[config.mk]
export PLATFORM = sky130hd
export DESIGN_NAME = instr_fetch_ctrl
export DESIGN_NICKNAME = d
export VERILOG_FILES = /design/src/rtl/instr_fetch_ctrl.sv
export SDC_FILE = /design/constraint.sdc
export NUM_CORES = 1
export LEC_CHECK = 0
export ABC_AREA = 1
export ABC_CLOCK_PERIOD_IN_PS = 11800
export BUFFER_PORTS_ARGS = -buffer_cell sky130_fd_sc_hd__buf_2
export CAP_MARGIN = 0
export CORE_ASPECT_RATIO = 1.1
export CORE_MARGIN = 4
export CORE_UTILIZATION = 28
export CTS_BUF_LIST = sky130_fd_sc_hd__clkbuf_4
export CTS_CLUSTER_DIAMETER = 100
export DETAILED_ROUTE_END_ITERATION = 6
export SKIP_CTS_REPAIR_TIMING = 1
export SLEW_MARGIN = 10
export SYNTH_ARGS = -nofsm -noshare
export SYNTH_HDL_FRONTEND = slang
export SYNTH_SLANG_ARGS = --single-unit
[constraint.sdc]
create_clock -name clk_i -period 11.8 [get_ports clk_i]
set_input_delay 0.59 -clock clk_i [delete_from_list [all_inputs] [get_ports clk_i]]
set_output_delay 0.59 -clock clk_i [all_outputs]
set_load 0.02 [all_outputs]
[src/rtl/instr_fetch_ctrl.sv]
// Instruction fetch controller: owns the fetch PC, reads the word-addressed ROM and
// buffers {pc, instr} pairs in a small FIFO for decode. Redirects flush the FIFO; misaligned targets halt fetch.
module instr_fetch_ctrl #(
  parameter int unsigned                ADDRESS_WIDTH = 32,
  parameter logic [ADDRESS_WIDTH-1:0]   RESET_PC      = 32'h0000_0000,
  parameter int unsigned                DEPTH         = 2
) (
  input  logic                          clk_i,
  input  logic                          rst_i,
  input  logic                          en_i,
  input  logic                          redirect_i,
  input  logic [ADDRESS_WIDTH-1:0]      redirect_pc_i,
  output logic [ADDRESS_WIDTH-1:0]      imem_addr_o,
  input  logic [31:0]                   imem_rd_i,
  output logic [31:0]                   instr_o,
  output logic [ADDRESS_WIDTH-1:0]      pc_o,
  output logic                          valid_o,
  input  logic                          ready_i,
  output logic [$clog2(DEPTH):0]        fill_o,
  output logic                          fault_o
);

  localparam int unsigned PTR_W  = $clog2(DEPTH);
  localparam int unsigned FILL_W = PTR_W + 1;

  typedef enum logic {
    RUN  = 1'b0,
    HALT = 1'b1
  } state_e;

  state_e                   state_q, state_d;
  logic [ADDRESS_WIDTH-1:0] fpc_q, fpc_d;
  logic                     fault_q, fault_d;
  logic [PTR_W-1:0]         rd_ptr_q, rd_ptr_d;
  logic [PTR_W-1:0]         wr_ptr_q, wr_ptr_d;
  logic [FILL_W-1:0]        fill_q, fill_d;
  logic                     enq, deq;

  logic [ADDRESS_WIDTH-1:0] pc_mem    [DEPTH];
  logic [31:0]              instr_mem [DEPTH];

  // NOTE: every signal written here gets a default first, so no path can leave one
  // unassigned and infer a latch.
  always_comb begin
    state_d  = state_q;
    fpc_d    = fpc_q;
    fault_d  = fault_q;
    rd_ptr_d = rd_ptr_q;
    wr_ptr_d = wr_ptr_q;
    fill_d   = fill_q;
    enq      = 1'b0;
    deq      = (fill_q != '0) && ready_i;

    if (state_q == RUN) begin
      if (redirect_i) begin
        // Flush wins over any handshake this cycle; decode must not consume.
        deq      = 1'b0;
        rd_ptr_d = '0;
        wr_ptr_d = '0;
        fill_d   = '0;
        if (redirect_pc_i[1:0] == 2'b00) begin
          fpc_d = redirect_pc_i;
        end else begin
          fault_d = 1'b1;
          state_d = HALT;
        end
      end else begin
        enq = en_i && ((fill_q < FILL_W'(DEPTH)) || deq);
        if (deq) rd_ptr_d = rd_ptr_q + PTR_W'(1);
        if (enq) begin
          wr_ptr_d = wr_ptr_q + PTR_W'(1);
          fpc_d    = fpc_q + ADDRESS_WIDTH'(4);
        end
        case ({enq, deq})
          2'b10:   fill_d = fill_q + FILL_W'(1);
          2'b01:   fill_d = fill_q - FILL_W'(1);
          default: fill_d = fill_q;
        endcase
      end
    end else begin
      // HALT keeps the FIFO empty, so nothing can be dequeued either.
      deq = 1'b0;
    end
  end

  // NOTE: state registers use non-blocking assignments so every flop samples the
  // pre-edge values computed above, independent of process ordering.
  always_ff @(posedge clk_i or posedge rst_i) begin
    if (rst_i) begin
      state_q  <= RUN;
      fpc_q    <= RESET_PC;
      fault_q  <= 1'b0;
      rd_ptr_q <= '0;
      wr_ptr_q <= '0;
      fill_q   <= '0;
    end else begin
      state_q  <= state_d;
      fpc_q    <= fpc_d;
      fault_q  <= fault_d;
      rd_ptr_q <= rd_ptr_d;
      wr_ptr_q <= wr_ptr_d;
      fill_q   <= fill_d;
    end
  end

  // NOTE: FIFO storage has no reset; fill_q alone decides validity and the head mux
  // forces zeros when empty, so stale contents are never visible.
  always_ff @(posedge clk_i) begin
    if (enq) begin
      pc_mem[wr_ptr_q]    <= fpc_q;
      instr_mem[wr_ptr_q] <= imem_rd_i;
    end
  end

  assign imem_addr_o = fpc_q;
  assign valid_o     = (fill_q != '0);
  assign instr_o     = valid_o ? instr_mem[rd_ptr_q] : 32'h0;
  assign pc_o        = valid_o ? pc_mem[rd_ptr_q] : '0;
  assign fill_o      = fill_q;
  assign fault_o     = fault_q;

endmodule
==> flow_summary.json, run 1 <==
{
  "die_h_um": 179,
  "ios": 169,
  "viasPerCell": 4.51,
  "worstSetupStartpointType": "flip-flop",
  "nFillCells": 2729,
  "portBuffers": 168,
  "path_cells": "buf_4 -> nand2_1 -> a21oi_1 -> buf_2",
  "num_vias": 5916,
  "synth_top_area_cell": "edfxtp_1",
  "hold_violations": 0,
  "syn_inst": 787,
  "grt_pass1_wl_mm": 31.9,
  "cts_buffer_depth": 2,
  "status": "finished, final reports clean",
  "power_frac_clock": 0.258,
  "relSlewSlack": 0.369,
  "cts_tree": "built",
  "end_kind": "output port",
  "rsz0062_at_grt": "false",
  "use_met1": 0.180,
  "use_met2": 0.242,
  "hp-class": "input pin to asynchronous set/reset pin",
  "powerDensity_mw_per_mm2": 155,
  "coreArea_mm2": 0.0261,
  "yosysSeqAreaShare": 0.647,
  "synth_flop_cell": "edfxtp_1",
  "drc": 0,
  "grtUsageTotal": 0.142,
  "die_width_um": 163,
  "cts_sinks": 166,
  "p_leak_nw": 3.81,
  "grt_max_degree": 67,
  "drv_cap": 0,
  "tightest_slew_ns": 0.947,
  "seqCellArea_mm2": 0.00480,
  "post-synth-top-area-fraction": 0.518,
  "crit_fanout": 64,
  "fp-row-count": 62,
  "critPathMaxStageDelay_ns": 0.59,
  "layout-drive-gt1-share": 0.230,
  "tns_ns": 0,
  "start_util": 0.284,
  "use_met3": 0.0336,
  "yosys-top-cells-area": "edfxtp_1 52%, nand2_1 15%, dfrtp_1 13%, a21oi_1 5.7%, nor2_1 3.9%",
  "synthToLayoutAreaGrowth_pct": 20.4,
  "finalCriticalPeriod_ns": 2.84,
  "cp_slowest_cell": "buf_4",
  "synth_edf_count": 128,
  "crit_type": "flip-flop to output port",
  "maxSlewViolCount": 0,
  "drt_first_pass_iters": 5,
  "stdcell_count": 1311,
  "r2r_slack_ns": 9.63,
  "multi_input_area_mm2": 0.00231,
  "syn-num-nets": 857,
  "cts-root-buf": "clkbuf_4",
  "power_switching_uw": 479,
  "clk_latency_ns": 0.55,
  "fin_crit_sh": 0.241,
  "synth_cell_type_count": 32,
  "setup_violations": 0,
  "synth_most_common_cell": "nand2_1",
  "gp_congestion": 0.848,
  "p_sw_frac": 0.345,
  "nets": 1015,
  "timing.fmax_mhz": 352,
  "finalClockSkew_ns": 0.0329,
  "grt_pass1_vias": 5786,
  "dp.final_hpwl_mm": 13.7,
  "ant_nets": 0,
  "synth-seq-cells": 166,
  "wl_per_cell_um": 15.8,
  "synthArstFlopShare": 0.229,
  "drtIter0Drc": 350,
  "yosysWarnings": 0,
  "drt_wl_total_mm": 20.7,
  "synth.avg_cell_area_um2": 9.42,
  "p_seq_frac": 0.520,
  "die_area_mm2": 0.0291,
  "timing.rr.end": "instr_mem[0][28]$_DFFE_PP_",
  "grt_most_used_layer": "met2",
  "netlist_area_mm2": 0.00741,
  "p_int_uw": 909,
  "netlist_top_cells_count": "295 x nand2_1, 128 x edfxtp_1, 85 x a21oi_1",
  "cts_buffers": 17,
  "power_frac_comb": 0.222,
  "reg2regPathDepth": 6,
  "ir_drop_v": 0.0000563,
  "cp_data_required_time_ns": 11.21,
  "clk_pin_slew_ns": 0.14,
  "grt.overflow.total": 0,
  "antenna_found_initial": 1,
  "arrival_ns": 2.25,
  "r2r-start": "fill_o[1]$_DFFE_PP0P_",
  "place_inst": 1278,
  "htree_num_levels": 4
}
-- how the worst max path moves through the flow --
stage          slack [ns]  depth (start not counted)             startpoint                          end
2_1_floorplan        7.75                          6                ready_i    instr_mem[0][0]$_DFFE_PP_
3_3_place_gp         8.66                          9             redirect_i  imem_addr_o[11]$_DFFE_PP0P_
3_5_place_dp         8.61                          7             redirect_i  imem_addr_o[10]$_DFFE_PP0P_
4_1_cts              8.89                          4  fill_o[1]$_DFFE_PP0P_                     pc_o[21]
5_1_grt              8.81                          4   rd_ptr_q$_DFFE_PP0P_                     pc_o[21]
6_report             8.96                          4   rd_ptr_q$_DFFE_PP0P_                     pc_o[31]
-- stage by stage --
step | utilization | area, µm² | hold slack [ns] | setup slack [ns] | total power, mW
floorplan | - | 7410 | 0.526 | 7.75 | 0.911
global placement | 0.331 | 8610 | 0.454 | 8.66 | 1.05
detailed placement | 0.331 | 8620 | 0.448 | 8.61 | 1.05
CTS | 0.342 | 8930 | 0.124 | 8.89 | 1.41
global route | 0.343 | 8930 | 0.126 | 8.81 | 1.46
finish | 0.343 | 8930 | 0.165 | 8.96 | 1.39
-- worst max-delay path, delay by kind of cell (launching register included) --
family,cells,cell delay [ns]
buffers and inverters,2,0.80
flip-flops,1,0.42
AO/OA/AOI/OAI,1,0.26
AND/OR/NAND/NOR,1,0.14
-- power groups by stage --
stage / Clock [mW] / Combinational (mW) / Sequential (mW)
6_report: 0.358 / 0.308 / 0.722
5_1_grt: 0.395 / 0.341 / 0.729
4_1_cts: 0.375 / 0.314 / 0.723
3_5_place_dp: 0 / 0.313 / 0.736
3_3_place_gp: 0 / 0.311 / 0.734
2_1_floorplan: 0 / 0.170 / 0.741
-- layout by cell type (no fill, tap or decap), types with 13 or more instances in the layout --
cell | netlist | routed
nand2_1 | 295 | 295
clkbuf_4 | 0 | 18
nand3_1 | 32 | 32
nor2_1 | 77 | 74
inv_1 | 48 | 47
buf_2 | 8 | 168
dfrtp_1 | 38 | 37
o21ai_0 | 13 | 13
a21oi_1 | 85 | 85
edfxtp_1 | 128 | 128
-- cell type report --
type                            count  area share
Multi-Input combinational cell    537       0.259
Tap cell                          352      0.0493
Clock buffer                       18      0.0151
Clock inverter                     14      0.0195
Timing Repair Buffer              173      0.0984
Inverter                           50      0.0213
Sequential cell                   166       0.537
Antenna cell                        1    0.000280
-- registers in the layout, summed over array words and instances, names as in the netlist --
| name | count |
|---|---|
| state_q | 1 |
| fill_o | 2 |
| wr_ptr_q | 1 |
| imem_addr_o | 32 |
| fault_o | 1 |
| instr_mem | 64 |
| rd_ptr_q | 1 |
| pc_mem | 64 |
-- kinds of logic (layout without fill, tap and decap cells) --
| family | Yosys count | after routing | synth area share |
|---|---|---|---|
| AO/OA/AOI/OAI | 116 | 116 | 0.0820 |
| XOR/XNOR | 1 | 1 | 0.00118 |
| adder cells (fa/ha/maj) | 1 | 1 | 0.00169 |
| buffers and inverters | 84 | 255 | 0.0444 |
| flip-flops | 166 | 166 | 0.647 |
| other | 0 | 1 | 0 |
| AND/OR/NAND/NOR | 419 | 419 | 0.224 |
-- per-layer routing --
layer,wire length (µm),up-vias
li1,-,2924
met1,9140,2840
met2,10200,138
met3,1090,14
met4,261,0
met5,0,-
Power figures use the tool's default switching activity.
==> run 2: changes to the inputs <==
--- a/config.mk
+++ b/config.mk
@@ -6,7 +6,7 @@
 export NUM_CORES = 1
 export LEC_CHECK = 0
 export ABC_AREA = 1
-export ABC_CLOCK_PERIOD_IN_PS = 11800
+export ABC_CLOCK_PERIOD_IN_PS = 2500
 export BUFFER_PORTS_ARGS = -buffer_cell sky130_fd_sc_hd__buf_2
 export CAP_MARGIN = 0
 export CORE_ASPECT_RATIO = 1.1
==> constraint.sdc (replaced) <==
create_clock -name clk_i -period 2.5 [get_ports clk_i]
set_input_delay 0.125 -clock clk_i [delete_from_list [all_inputs] [get_ports clk_i]]
set_output_delay 0.125 -clock clk_i [all_outputs]
set_load 0.02 [all_outputs]
==> flow_summary.json, run 2 (synthesized netlist as in run 1, its figures left out) <==
{
  "nets": 1084,
  "powerDensity_mw_per_mm2": 662,
  "drt_wl_total_mm": 21.0,
  "grt.overflow.total": 0,
  "ant_nets": 0,
  "die_h_um": 179,
  "p_seq_frac": 0.534,
  "rsz0062_at_grt": "false",
  "holdPathStages": 3,
  "hold_violations": 0,
  "p_sw_frac": 0.346,
  "wl_per_cell_um": 15.2,
  "power_frac_comb": 0.246,
  "grtUsageTotal": 0.141,
  "status": "finished, final reports clean",
  "hp-class": "input pin to flip-flop",
  "stdcell_area_mm2": 0.00961,
  "crit_type": "flip-flop to output port",
  "layout-drive-gt1-share": 0.214,
  "worstSetupStartpointType": "flip-flop",
  "cts-root-buf": "clkbuf_4",
  "arrival_ns": 2.04,
  "htree_num_levels": 4,
  "most-common-layout-cells": "295 x nand2_1, 168 x buf_2, 128 x edfxtp_1",
  "cp_data_required_time_ns": 2.38,
  "cts_tree": "built",
  "seqCellArea_mm2": 0.00480,
  "place_area_mm2": 0.00873,
  "ios": 169,
  "setup_violations": 0,
  "layout_commonest_cell": "nand2_1",
  "cts_buffer_depth": 2,
  "grt_pass1_wl_mm": 31.7,
  "r2r_slack_ns": 0.71,
  "multi_input_area_mm2": 0.00231,
  "power_switching_mw": 2.20,
  "finalClockSkew_ns": 0.0183,
  "coreArea_mm2": 0.0261,
  "gp_congestion": 0.881,
  "grt_pass1_vias": 5662,
  "drtIter0Drc": 345,
  "cts_buffers": 17,
  "power_frac_clock": 0.220,
  "crit_fanout": 64,
  "end_kind": "output port",
  "p_int_mw": 4.16,
  "ir_drop_v": 0.000254,
  "cts_sinks": 166,
  "relSlewSlack": 0.626,
  "tns_ns": 0,
  "fin_crit_sh": 0.867,
  "fp-row-count": 62,
  "drt_first_pass_iters": 5,
  "viasPerCell": 4.51,
  "num_vias": 6221,
  "antenna_found_initial": 1,
  "dp.final_hpwl_mm": 14.0,
  "tightest_slew_ns": 0.561,
  "die_width_um": 163,
  "clk_pin_slew_ns": 0.13,
  "drv_cap": 0,
  "grt_max_degree": 65,
  "whs_ns": 0.0428,
  "reg2regPathDepth": 8,
  "portBuffers": 168,
  "start_util": 0.284,
  "maxSlewViolCount": 0,
  "finalCriticalPeriod_ns": 2.17,
  "die_area_mm2": 0.0291,
  "p_leak_nw": 4.09,
  "nFillCells": 2614,
  "drc": 0,
  "timing.fmax_mhz": 461,
  "synthToLayoutAreaGrowth_pct": 29.7,
  "clk_latency_ns": 0.54
}
run 2: changes by cell type in the layout (fill, tap and decap cells not counted), sizes merged, moves of 2 or more:
cell	delta
clkbuf	+2
bufinv	-2
inv	-4
dlygate4sd3	+64
clkinv	+3
buf	+5
run 2: per-stage QoR:
step / std cells / setup WS (ns) / total power, mW / utilization
5_1_grt: 1380 / 0.135 / 6.76 / 0.369
3_5_place_dp: 1283 / 0.697 / 4.98 / 0.335
6_report: 1380 / 0.332 / 6.37 / 0.369
4_1_cts: 1315 / 0.0856 / 6.40 / 0.344
2_1_floorplan: 787 / -0.379 / 4.30 / -
3_3_place_gp: 1283 / 0.742 / 4.96 / 0.335
run 2: cell type report:
cell class              count  share of cell area
multi-input cells         537               0.241
flip-flops and latches    166               0.499
inverters                  50              0.0195
clock buffers              20              0.0156
repair buffers            242               0.170
clock inverters            12             0.00911
diodes                      1            0.000260
well taps                 352              0.0458
run 2: path summary, 6_finish.rpt:
kind,start,to
max in group asynchronous,rst_i,rd_ptr_q$_DFFE_PP0P_
min in group asynchronous,rst_i,wr_ptr_q$_DFFE_PP0P_
max reg2reg,imem_addr_o[2]$_DFFE_PP0P_,imem_addr_o[16]$_DFFE_PP0P_
max,rd_ptr_q$_DFFE_PP0P_,pc_o[13]
min reg2reg,fault_o$_DFFE_PP0P_,fault_o$_DFFE_PP0P_
min,redirect_i,imem_addr_o[4]$_DFFE_PP0P_
run 2: routing by layer:
layer  global-route usage  up-vias  wire length, µm
li1                     -     3061                -
met1                0.187     2952             9260
met2                0.232      186            10200
met3               0.0306       22             1090
met4               0.0447        0              382
met5                    0        -                0
run 2: power groups by stage:
| stage | registers [mW] | clock network, mW | logic, mW |
|---|---|---|---|
| 6_report | 3.40 | 1.40 | 1.57 |
| 5_1_grt | 3.44 | 1.58 | 1.74 |
| 4_1_cts | 3.41 | 1.48 | 1.51 |
| 3_5_place_dp | 3.47 | 0 | 1.51 |
| 3_3_place_gp | 3.46 | 0 | 1.50 |
| 2_1_floorplan | 3.50 | 0 | 0.801 |
run 2: critical path, cell delays in order, from the launching register on:
cell     delay (ns)
dfrtp_2        0.40
buf_6          0.45
nand2_1        0.10
a21oi_1        0.33
buf_2          0.23
